**config.mk**
```make
export PLATFORM = sky130hd
export DESIGN_NAME = matrix_stream_fetch_flat
export DESIGN_NICKNAME = d
export VERILOG_FILES = /design/src/rtl/matrix_stream_fetch_if.sv /design/src/rtl/matrix_stream_fetch.sv /design/src/flat_wrapper.sv
export SDC_FILE = /design/constraint.sdc
export NUM_CORES = 1
export LEC_CHECK = 0
export CAP_MARGIN = 20
export CORE_UTILIZATION = 30
export DETAILED_ROUTE_END_ITERATION = 10
export PLACE_DENSITY = 0.52
export SLEW_MARGIN = 20
export SYNTH_ARGS = -nofsm -noshare
export SYNTH_HDL_FRONTEND = slang
export SYNTH_SLANG_ARGS = --single-unit
export TNS_END_PERCENT = 100
```
**constraint.sdc**
```tcl
create_clock -name clock -period 8.4 [get_ports clock]
set_input_delay 1.68 -clock clock [delete_from_list [all_inputs] [get_ports clock]]
set_output_delay 1.68 -clock clock [all_outputs]
set_load 0.005 [all_outputs]
```
**src/rtl/matrix_stream_fetch_if.sv**
```systemverilog
`timescale 1ns/1ps
`default_nettype none
// +--------------------------------------------------------------------------+
// | Module      : matrix_stream_fetch_if                                     |
// | Description : Command / status / output-stream bundle for the matrix     |
// |               operand fetcher. master = command issuer and vector        |
// |               consumer, slave = the fetcher itself.                      |
// |               MATRIX_FETCH_STALL_CNT_EN adds the stall_cycles status.    |
// | Revision    : 1.0 - initial release                                      |
// +--------------------------------------------------------------------------+
interface matrix_stream_fetch_if #(
    parameter int DATA_WIDTH = 8,
    parameter int ADDR_WIDTH = 14,
    parameter int LANES      = 4
);
    logic                          start;
    logic [ADDR_WIDTH-1:0]         base_addr;
    logic [ADDR_WIDTH-1:0]         stride;
    logic [ADDR_WIDTH-1:0]         count;
    logic                          abort;
    logic                          busy;
    logic                          done;
    logic                          out_valid;
    logic                          out_ready;
    logic [LANES*DATA_WIDTH-1:0]   out_data;
    logic                          out_last;
`ifdef MATRIX_FETCH_STALL_CNT_EN
    logic [31:0]                   stall_cycles;

    modport master (
        output start, base_addr, stride, count, abort, out_ready,
        input  busy, done, out_valid, out_data, out_last, stall_cycles
    );
    modport slave (
        input  start, base_addr, stride, count, abort, out_ready,
        output busy, done, out_valid, out_data, out_last, stall_cycles
    );
`else
    modport master (
        output start, base_addr, stride, count, abort, out_ready,
        input  busy, done, out_valid, out_data, out_last
    );
    modport slave (
        input  start, base_addr, stride, count, abort, out_ready,
        output busy, done, out_valid, out_data, out_last
    );
`endif
endinterface
`default_nettype wire

```
**src/rtl/matrix_stream_fetch.sv**
```systemverilog
`timescale 1ns/1ps
`default_nettype none
// +--------------------------------------------------------------------------+
// | Module      : matrix_stream_fetch (+ romA lane ROM)                      |
// | Description : Multi-lane strided matrix operand fetcher. Walks the lane  |
// |               ROMs from base_addr by stride, streaming LANES-wide        |
// |               vectors through a credit-controlled output FIFO.           |
// |               Optional: MATRIX_FETCH_STALL_CNT_EN adds a saturating      |
// |               output stall-cycle counter (stall_cycles).                 |
// | Revision    : 1.0 - initial release                                      |
// +--------------------------------------------------------------------------+

// Single-port lane ROM, content mem[i] = i mod 2**DW, LAT-cycle read.
module romA #(
    parameter int DW  = 8,
    parameter int AW  = 14,
    parameter int LAT = 1
) (
    input  wire logic          clock,
    input  wire logic [AW-1:0] addr,
    output logic      [DW-1:0] q
);
    logic [AW+DW-1:0] w_word;
    logic             w_unused_hi;
    logic [DW-1:0]    r_q [LAT];

    assign w_word      = {{DW{1'b0}}, addr};
    assign w_unused_hi = ^w_word[AW+DW-1:DW];

    // Read pipeline: stage 0 samples the table, later stages add latency.
    always_ff @(posedge clock) begin
        r_q[0] <= w_word[DW-1:0];
        for (int i = 1; i < LAT; i++) begin
            r_q[i] <= r_q[i-1];
        end
    end

    assign q = r_q[LAT-1];
endmodule

module matrix_stream_fetch #(
    parameter int DATA_WIDTH  = 8,
    parameter int ADDR_WIDTH  = 14,
    parameter int LANES       = 4,
    parameter int ROM_LATENCY = 1,
    parameter int FIFO_DEPTH  = 4
) (
    input  wire logic               clock,
    input  wire logic               reset_n,
    matrix_stream_fetch_if.slave    bus
);
    localparam int VEC_W = LANES * DATA_WIDTH;
    localparam int PTR_W = (FIFO_DEPTH > 1) ? $clog2(FIFO_DEPTH) : 1;
    localparam int CNT_W = $clog2(FIFO_DEPTH + 1);
    localparam int OCC_W = $clog2(FIFO_DEPTH + ROM_LATENCY + 2);

    localparam logic [1:0] c_idle  = 2'd0;
    localparam logic [1:0] c_issue = 2'd1;
    localparam logic [1:0] c_drain = 2'd2;
    localparam logic [1:0] c_done  = 2'd3;

    logic [1:0]             r_state;
    logic [1:0]             w_state_nxt;
    logic [ADDR_WIDTH-1:0]  r_addr;
    logic [ADDR_WIDTH-1:0]  r_stride;
    logic [ADDR_WIDTH-1:0]  r_remaining;
    logic [ROM_LATENCY-1:0] r_pipe_vld;
    logic [ROM_LATENCY-1:0] r_pipe_last;
    logic [VEC_W-1:0]       w_rom_q;
    logic [VEC_W:0]         r_fifo_mem [FIFO_DEPTH];
    logic [PTR_W-1:0]       r_wr_ptr;
    logic [PTR_W-1:0]       r_rd_ptr;
    logic [CNT_W-1:0]       r_fifo_cnt;
    logic [OCC_W-1:0]       w_inflight;
    logic [OCC_W-1:0]       w_occ;
    logic [VEC_W:0]         w_head;
    logic                   w_accept;
    logic                   w_flush;
    logic                   w_issue;
    logic                   w_last_issue;
    logic                   w_push;
    logic                   w_pop;
    logic                   w_out_valid;

    // abort beats a simultaneous start; in IDLE there is nothing to flush.
    assign w_accept     = (r_state == c_idle) && bus.start && !bus.abort;
    assign w_flush      = bus.abort && (r_state != c_idle);
    assign w_push       = r_pipe_vld[ROM_LATENCY-1];
    assign w_out_valid  = (r_fifo_cnt != '0);
    assign w_pop        = w_out_valid && bus.out_ready;
    assign w_last_issue = (r_remaining == ADDR_WIDTH'(1));

    // Count reads still travelling through the ROM pipeline.
    always_comb begin
        w_inflight = '0;
        for (int i = 0; i < ROM_LATENCY; i++) begin
            w_inflight = w_inflight + OCC_W'(r_pipe_vld[i]);
        end
    end

    // Every read reserves a FIFO slot at issue time, so the FIFO cannot overflow.
    assign w_occ   = w_inflight + OCC_W'(r_fifo_cnt) - OCC_W'(w_pop);
    assign w_issue = (r_state == c_issue) && !w_flush && (w_occ < OCC_W'(FIFO_DEPTH));

    // One ROM per lane; lane l reads the element l past the vector address.
    for (genvar l = 0; l < LANES; l++) begin : g_lane
        logic [ADDR_WIDTH-1:0] w_lane_addr;
        assign w_lane_addr = r_addr + ADDR_WIDTH'(l);
        romA #(
            .DW  (DATA_WIDTH),
            .AW  (ADDR_WIDTH),
            .LAT (ROM_LATENCY)
        ) u_rom (
            .clock (clock),
            .addr  (w_lane_addr),
            .q     (w_rom_q[l*DATA_WIDTH +: DATA_WIDTH])
        );
    end

    // Command sequencing.
    always_comb begin
        w_state_nxt = r_state;
        case (r_state)
            c_idle:  if (w_accept) w_state_nxt = (bus.count == '0) ? c_done : c_issue;
            c_issue: if (w_issue && w_last_issue) w_state_nxt = c_drain;
            c_drain: if (w_inflight == '0 && r_fifo_cnt == '0) w_state_nxt = c_done;
            c_done:  w_state_nxt = c_idle;
            default: w_state_nxt = c_idle;
        endcase
        if (w_flush) w_state_nxt = c_idle;
    end

    // State register.
    always_ff @(posedge clock or negedge reset_n) begin
        if (!reset_n) r_state <= c_idle;
        else          r_state <= w_state_nxt;
    end

    // Address walker: load on accepted start, advance by stride per issued read.
    always_ff @(posedge clock or negedge reset_n) begin
        if (!reset_n) begin
            r_addr      <= '0;
            r_stride    <= '0;
            r_remaining <= '0;
        end else if (w_accept) begin
            r_addr      <= bus.base_addr;
            r_stride    <= bus.stride;
            r_remaining <= bus.count;
        end else if (w_issue) begin
            r_addr      <= r_addr + r_stride;
            r_remaining <= r_remaining - ADDR_WIDTH'(1);
        end
    end

    // Valid/last tags travelling alongside the ROM read latency.
    always_ff @(posedge clock or negedge reset_n) begin
        if (!reset_n) begin
            r_pipe_vld  <= '0;
            r_pipe_last <= '0;
        end else if (w_flush) begin
            r_pipe_vld  <= '0;
            r_pipe_last <= '0;
        end else begin
            r_pipe_vld[0]  <= w_issue;
            r_pipe_last[0] <= w_issue && w_last_issue;
            for (int i = 1; i < ROM_LATENCY; i++) begin
                r_pipe_vld[i]  <= r_pipe_vld[i-1];
                r_pipe_last[i] <= r_pipe_last[i-1];
            end
        end
    end

    // FIFO pointers and occupancy; push and pop may coincide at any fill level.
    always_ff @(posedge clock or negedge reset_n) begin
        if (!reset_n) begin
            r_wr_ptr   <= '0;
            r_rd_ptr   <= '0;
            r_fifo_cnt <= '0;
        end else if (w_flush) begin
            r_wr_ptr   <= '0;
            r_rd_ptr   <= '0;
            r_fifo_cnt <= '0;
        end else begin
            if (w_push) r_wr_ptr <= (r_wr_ptr == PTR_W'(FIFO_DEPTH-1)) ? '0 : r_wr_ptr + PTR_W'(1);
            if (w_pop)  r_rd_ptr <= (r_rd_ptr == PTR_W'(FIFO_DEPTH-1)) ? '0 : r_rd_ptr + PTR_W'(1);
            r_fifo_cnt <= r_fifo_cnt + CNT_W'(w_push) - CNT_W'(w_pop);
        end
    end

    // FIFO storage: {last, vector}; no reset needed, outputs are gated by valid.
    always_ff @(posedge clock) begin
        if (w_push && !w_flush) r_fifo_mem[r_wr_ptr] <= {r_pipe_last[ROM_LATENCY-1], w_rom_q};
    end

    assign w_head        = r_fifo_mem[r_rd_ptr];
    assign bus.out_valid = w_out_valid;
    assign bus.out_data  = w_out_valid ? w_head[VEC_W-1:0] : '0;
    assign bus.out_last  = w_out_valid && w_head[VEC_W];
    assign bus.busy      = (r_state != c_idle) || w_accept;
    assign bus.done      = (r_state == c_done);

`ifdef MATRIX_FETCH_STALL_CNT_EN
    logic [31:0] r_stall_cnt;

    // Saturating count of cycles the consumer held off a valid vector.
    always_ff @(posedge clock or negedge reset_n) begin
        if (!reset_n)                                                r_stall_cnt <= '0;
        else if (w_accept)                                           r_stall_cnt <= '0;
        else if (w_out_valid && !bus.out_ready && r_stall_cnt != '1) r_stall_cnt <= r_stall_cnt + 32'd1;
    end

    assign bus.stall_cycles = r_stall_cnt;
`endif
endmodule
`default_nettype wire

```
**src/flat_wrapper.sv**
```systemverilog
// flat-port wrapper written by rule: the top's interface ports become plain ports
module matrix_stream_fetch_flat 
#(
    parameter int DATA_WIDTH  = 8,
    parameter int ADDR_WIDTH  = 14,
    parameter int LANES       = 4,
    parameter int ROM_LATENCY = 1,
    parameter int FIFO_DEPTH  = 4
)
  (clock, reset_n, bus_start, bus_base_addr, bus_stride, bus_count, bus_abort, bus_out_ready, bus_busy, bus_done, bus_out_valid, bus_out_data, bus_out_last);
  matrix_stream_fetch_if #(.DATA_WIDTH(DATA_WIDTH), .ADDR_WIDTH(ADDR_WIDTH), .LANES(LANES)) bus_i ();
  input  wire logic clock;
  input  wire logic reset_n;
  input wire logic [$bits(bus_i.start)-1:0] bus_start;
  input wire logic [$bits(bus_i.base_addr)-1:0] bus_base_addr;
  input wire logic [$bits(bus_i.stride)-1:0] bus_stride;
  input wire logic [$bits(bus_i.count)-1:0] bus_count;
  input wire logic [$bits(bus_i.abort)-1:0] bus_abort;
  input wire logic [$bits(bus_i.out_ready)-1:0] bus_out_ready;
  output wire logic [$bits(bus_i.busy)-1:0] bus_busy;
  output wire logic [$bits(bus_i.done)-1:0] bus_done;
  output wire logic [$bits(bus_i.out_valid)-1:0] bus_out_valid;
  output wire logic [$bits(bus_i.out_data)-1:0] bus_out_data;
  output wire logic [$bits(bus_i.out_last)-1:0] bus_out_last;
  assign bus_i.start = bus_start;
  assign bus_i.base_addr = bus_base_addr;
  assign bus_i.stride = bus_stride;
  assign bus_i.count = bus_count;
  assign bus_i.abort = bus_abort;
  assign bus_i.out_ready = bus_out_ready;
  assign bus_busy = bus_i.busy;
  assign bus_done = bus_i.done;
  assign bus_out_valid = bus_i.out_valid;
  assign bus_out_data = bus_i.out_data;
  assign bus_out_last = bus_i.out_last;
  matrix_stream_fetch #(.DATA_WIDTH(DATA_WIDTH), .ADDR_WIDTH(ADDR_WIDTH), .LANES(LANES), .ROM_LATENCY(ROM_LATENCY), .FIFO_DEPTH(FIFO_DEPTH)) u_core (.clock(clock), .reset_n(reset_n), .bus(bus_i));
endmodule
```
# Yosys cells after proc, flatten, opt, wreduce, memory -nomap -nowiden
# Memory sizes are Yosys's and may differ from the RTL's.
# Index checks and enable logic that the tools add are counted.
# totals
word_cells	78
register_bits	53
ramBits	164
input_bits	47
output_inout_bits	36
n_memories	5
# mem_list
name	depth	width	read_ports	rd_clocked_by_memory_dff	wr	line_no	source
u_core.r_fifo_mem	4	33	1	0	1	matrix_stream_fetch.sv:70	logic [VEC_W:0] r_fifo_mem [FIFO_DEPTH];
u_core.g_lane[0].u_rom.r_q	1	8	1	0	1	matrix_stream_fetch.sv:25	logic [DW-1:0] r_q [LAT];
u_core.g_lane[1].u_rom.r_q	1	8	1	0	1	matrix_stream_fetch.sv:25	
u_core.g_lane[2].u_rom.r_q	1	8	1	0	1	matrix_stream_fetch.sv:25	
u_core.g_lane[3].u_rom.r_q	1	8	1	0	1	matrix_stream_fetch.sv:25	
# op_classes
eq_ne	9
add_sub_neg	9
n_mux	22
magnitude_cmp	1
reduce_logical	23
# ops
op	n
14-bit two-way mux	4
32-bit two-way mux	1
2-bit two-way mux	11
8-bit by 2-bit adder with 8-bit output (second input constant)	2
14-bit adder	1
14-bit by 1-bit == test with 1-bit output (second input constant)	1
14-bit zero test	1
14-bit by 1-bit subtractor with 14-bit output (second input constant)	1
1-bit logical AND	10
8-bit by 1-bit adder with 8-bit output (second input constant)	1
2-bit == test (second input constant)	4
2-bit one-hot mux with 4 select lines	1
2-bit nonzero test	4
3-bit zero test	2
3-bit by 1-bit != test with 1-bit output (second input constant)	2
2-bit by 1-bit adder with 2-bit output (second input constant)	2
1-bit two-way mux	4
3-bit by 1-bit adder with 3-bit output	1
3-bit less-than comparator (second input constant)	1
3-bit two-way mux	1
3-bit by 2-bit != test with 1-bit output (second input constant)	1
3-bit AND reduction	1
3-bit nonzero test	1
3-bit by 1-bit subtractor with 3-bit output	1
other kinds (4)	5

# Longest topological paths before layout
# depth
depth_word	9
ltp_mapped	16
ltp_nobuf	15

# Cells and area by module
# From an unflattened synthesis, not the netlist that was laid out.
# unflattened
cells_unflattened	704
hier_area_um2	9446.6
# by_module_without_submodules
mod	cells_each	instances	area_each_um2	seq_area_each_um2
matrix_stream_fetch	672	1	8805.9	5290.1
romA	8	4	160.2	160.2

# Least setup slack after synthesis
# OpenSTA, ideal clock, no wires.
# synth_timing
path_kind	in2out
start	in bus_abort
end	out bus_busy
path_buffers	2
setup_slack_ns	4.094
path_stages	5
t_arrival_ns	2.626
t_required_ns	6.720
path_cell_list	inv_1 nand3_1 clkbuf_1 clkbuf_1 nand2_1
# synth_via
elab_chain_cells	3
# synth_lines
item	line_no	source
start: declaration	flat_wrapper.sv:18	input wire logic [$bits(bus_i.abort)-1:0] bus_abort;
1-bit zero test	matrix_stream_fetch.sv:86	assign w_accept = (r_state == c_idle) && bus.start && !bus.abort;
1-bit logical AND	matrix_stream_fetch.sv:86	
1-bit logical OR	matrix_stream_fetch.sv:199	assign bus.busy = (r_state != c_idle) || w_accept;
end: declaration	flat_wrapper.sv:20	output wire logic [$bits(bus_i.busy)-1:0] bus_busy;
# No other way between the ends.

# Worst setup path in the final report
# Same ends and word-level chain as after synthesis.

==> results.py <==
metrics = {
    "drt": {
        "routedWlPerCell_um": 17.13,
        "wirelength_um": 16190,
        "vias": 4354,
        "drc": 6,
        "viasPerCell": 4.607,
        "first_iter_violations": 242,
        "firstDrtPassIters": 10,
        "ant_nets": 0,
    },
    "floorplanning": {
        "ios": 83,
        "num_rows": 59,
        "core_um2": 26210,
        "die_y_um": 165.7,
        "die_w_um": 165.7,
        "die_area_um2": 27470,
        "initial_core_util": 0.3069,
    },
    "clocking": {
        "clock_latency_ns": 0.43,
        "cts_buffers": 17,
        "cts_setup_buffers": 0,
        "hold_buffers": 0,
        "clk_path_buf_depth": 2,
        "cts-resized-gates": 0,
        "cts_htree_levels": 4,
        "clock_sinks": 195,
        "cts_tree": "done",
        "clk_pin_slew_ns": 0.07,
        "clockRootBuffer": "clkbuf_16",
    },
    "placement": {
        "io_buffers": 70,
        "dp_hpwl_um": 10150,
        "placed_area_um2": 9092,
        "place.gp.congestion": 0.7916,
    },
    "layout": {
        "n_antenna_cell": 0,
        "mostFrequentLayoutCell": "edfxtp_1",
        "fillCellCount": 2444,
        "mostFrequentLayoutCells": "124 x edfxtp_1, 69 x clkdlybuf4s50_1, 40 x nor2_1",
        "drive_gt1_frac": 0.1508,
        "finalInstanceArea_um2": 9726,
        "final_util": 0.3711,
        "nets": 671,
        "area_growth_pct": 20.92,
    },
    "setup_path": {
        "r2r_start": "u_core.r_fifo_cnt[1]",
        "crit_path_end_kind": "primary output",
        "cp.required_ns": 6.72,
        "crit_path_max_incr_delay_ns": 0.52,
        "critPathLaunch": "bus_abort",
        "worstSetupPathType": "in2out",
        "cp_data_arrival_time_ns": 3.50,
        "path_cells": "clkdlybuf4s50_1 > inv_1 > nand3_4 > nand2_1 > clkdlybuf4s50_1",
        "crit_fanout": 52,
        "r2r_end": "u_core.r_remaining[10]",
        "crit_top_cell": "clkdlybuf4s50_1",
        "r2r_cells": 15,
        "start_kind": "input pin",
        "reg2reg_slack_ns": 4.72,
        "critPathSlowestCell": "clkdlybuf4s50_1",
    },
    "synthesis": {
        "ys_top_cells_by_area": "edfxtp_1 46%, dfrtp_1 13%, mux4_2 8.7%",
        "yosys_warnings": 0,
        "avgSynthCellArea_um2": 15.20,
        "synth_top_flop_cell": "edfxtp_1",
        "ys_ff_latch": 195,
        "synth-edff-count": 124,
        "synth_seq_area_share": 0.6652,
        "synth_top_area_share": 0.4630,
        "syn_area_um2": 8043,
        "syn_nets": 603,
        "yosysTopAreaCell": "edfxtp_1",
        "synth_cell_type_count": 46,
        "ys_async_sr_fraction": 0.2103,
        "synthCells": 529,
    },
    "timing": {
        "setup_viol": 0,
        "fmax_mhz": 192.9,
        "drv_slew": 0,
        "rsz0062_at_grt": "false",
        "skew_ns": 0.01085,
        "fin_crit_sh": 0.6171,
        "finalHoldViolations": 0,
        "min_period_ns": 5.184,
        "tns_ns": 0,
        "tightest_slew_ns": 0.9232,
        "slew_headroom": 0.3845,
    },
    "power_and_ir_drop": {
        "power.density_nw_per_um2": 379.9,
        "leakage_uw": 0.003433,
        "vdd_drop_max_v": 0.0001612,
    },
    "run_status": {
        "outcome": "complete, but fails checks",
        "violations": "design-rule violations",
    },
    "grt": {
        "grt_pass1_wl_um": 25760,
        "grt_max_degree": 53,
        "grt_antenna_before_repair": 0,
        "grt_pass1_vias": 4650,
        "track_usage": 0.1245,
        "grt_overflow": 0,
    },
    "hold_path": {
        "hold_class": "reg2reg",
        "hold_start": "u_core.g_lane[2].u_rom.r_q[0][1]",
        "holdPathEnd": "u_core.r_fifo_mem[0][17]",
        "whs_path_depth": 0,
    },
    "flow_run": {
        "drv_cap": 0,
    },
}
==> power breakdown <==
part           total [µW]  internal (µW)  leakage (µW)  switching, µW
clock network         833            436      0.000297            397
logic                1260            691       0.00129            566
registers            1600           1340       0.00185            260
total                3690           2470       0.00343           1220
==> flip-flops by register name, summed over array words and instances, names as in the netlist <==
| name | flops |
|---|---|
| u_core.r_fifo_mem | 124 |
| u_core.g_lane.u_rom.r_q | 30 |
| u_core.r_remaining | 14 |
| u_core.r_addr | 8 |
| u_core.r_stride | 8 |
| u_core.r_fifo_cnt | 3 |
| u_core.r_rd_ptr | 2 |
| u_core.r_state | 2 |
| u_core.r_wr_ptr | 2 |
| u_core.r_pipe_last | 1 |
| u_core.r_pipe_vld | 1 |
==> cells in the mapped netlist (4+ instances only) <==
cell and count:
a21oi_1 31, and2_1 32, and3_1 4, clkbuf_1 18, dfrtp_1 41, dfxtp_1 30
edfxtp_1 124, ha_1 25, inv_1 18, mux2_2 10, mux2i_1 5, mux4_2 31
nand2_1 24, nand3_1 6, nor2_1 40, nor3_1 8, nor4_1 6, o21a_1 4
xnor2_1 21, xor2_1 11
==> worst max path at each step <==
stage               cells after the start        to
global placement                        5  bus_busy
floorplan                               5  bus_busy
finish                                  5  bus_busy
global route                            5  bus_busy
CTS                                     5  bus_busy
detailed placement                      5  bus_busy
==> per-stage QoR <==
stage | std cells | hold WS (ns) | setup slack [ns] | power, µW
2_1_floorplan | 529 | 0.3716 | 4.094 | 2360
3_3_place_gp | 913 | 0.4437 | 2.851 | 2854
3_5_place_dp | 913 | 0.4655 | 2.757 | 2903
4_1_cts | 945 | 0.4773 | 2.758 | 3743
5_1_grt | 945 | 0.4934 | 3.084 | 3927
6_report | 945 | 0.4804 | 3.216 | 3694
==> layout make-up <==
class                           count  area (µm²)  area share
Clock inverter                     15       197.7     0.02033
Tap cell                          335       419.2     0.04310
Clock buffer                       17       425.4     0.04374
Inverter                           19       71.32    0.007333
Timing Repair Buffer               74       728.2     0.07487
Sequential cell                   195        5353      0.5504
Multi-Input combinational cell    290        2531      0.2603
==> routing by layer <==
| metal | vias up | global-route usage | part of all wire |
|---|---|---|---|
| met5 | - | 0 | 0 |
| met3 | 18 | 0.02193 | 0.023 |
| met4 | 0 | 0.04957 | 0.020 |
| li1 | 2067 | - | - |
| met2 | 68 | 0.2165 | 0.50 |
| met1 | 2201 | 0.1538 | 0.46 |
==> worst max-delay path, delay by kind of cell <==
kind / cells / cell delay [ns]
buffers and inverters: 3 / 1.14
and+or+nand+nor: 2 / 0.68
==> logic make-up after synthesis <==
group,share of synthesized area
flip-flops,0.6652
AO/OA/AOI/OAI,0.03376
XOR/XNOR,0.03765
AND/OR/NAND/NOR,0.09054
multiplexers,0.1070
adder cells (fa/ha/maj),0.04387
buffers and inverters,0.02193
Note: power is estimated with default switching activity, not from simulation.
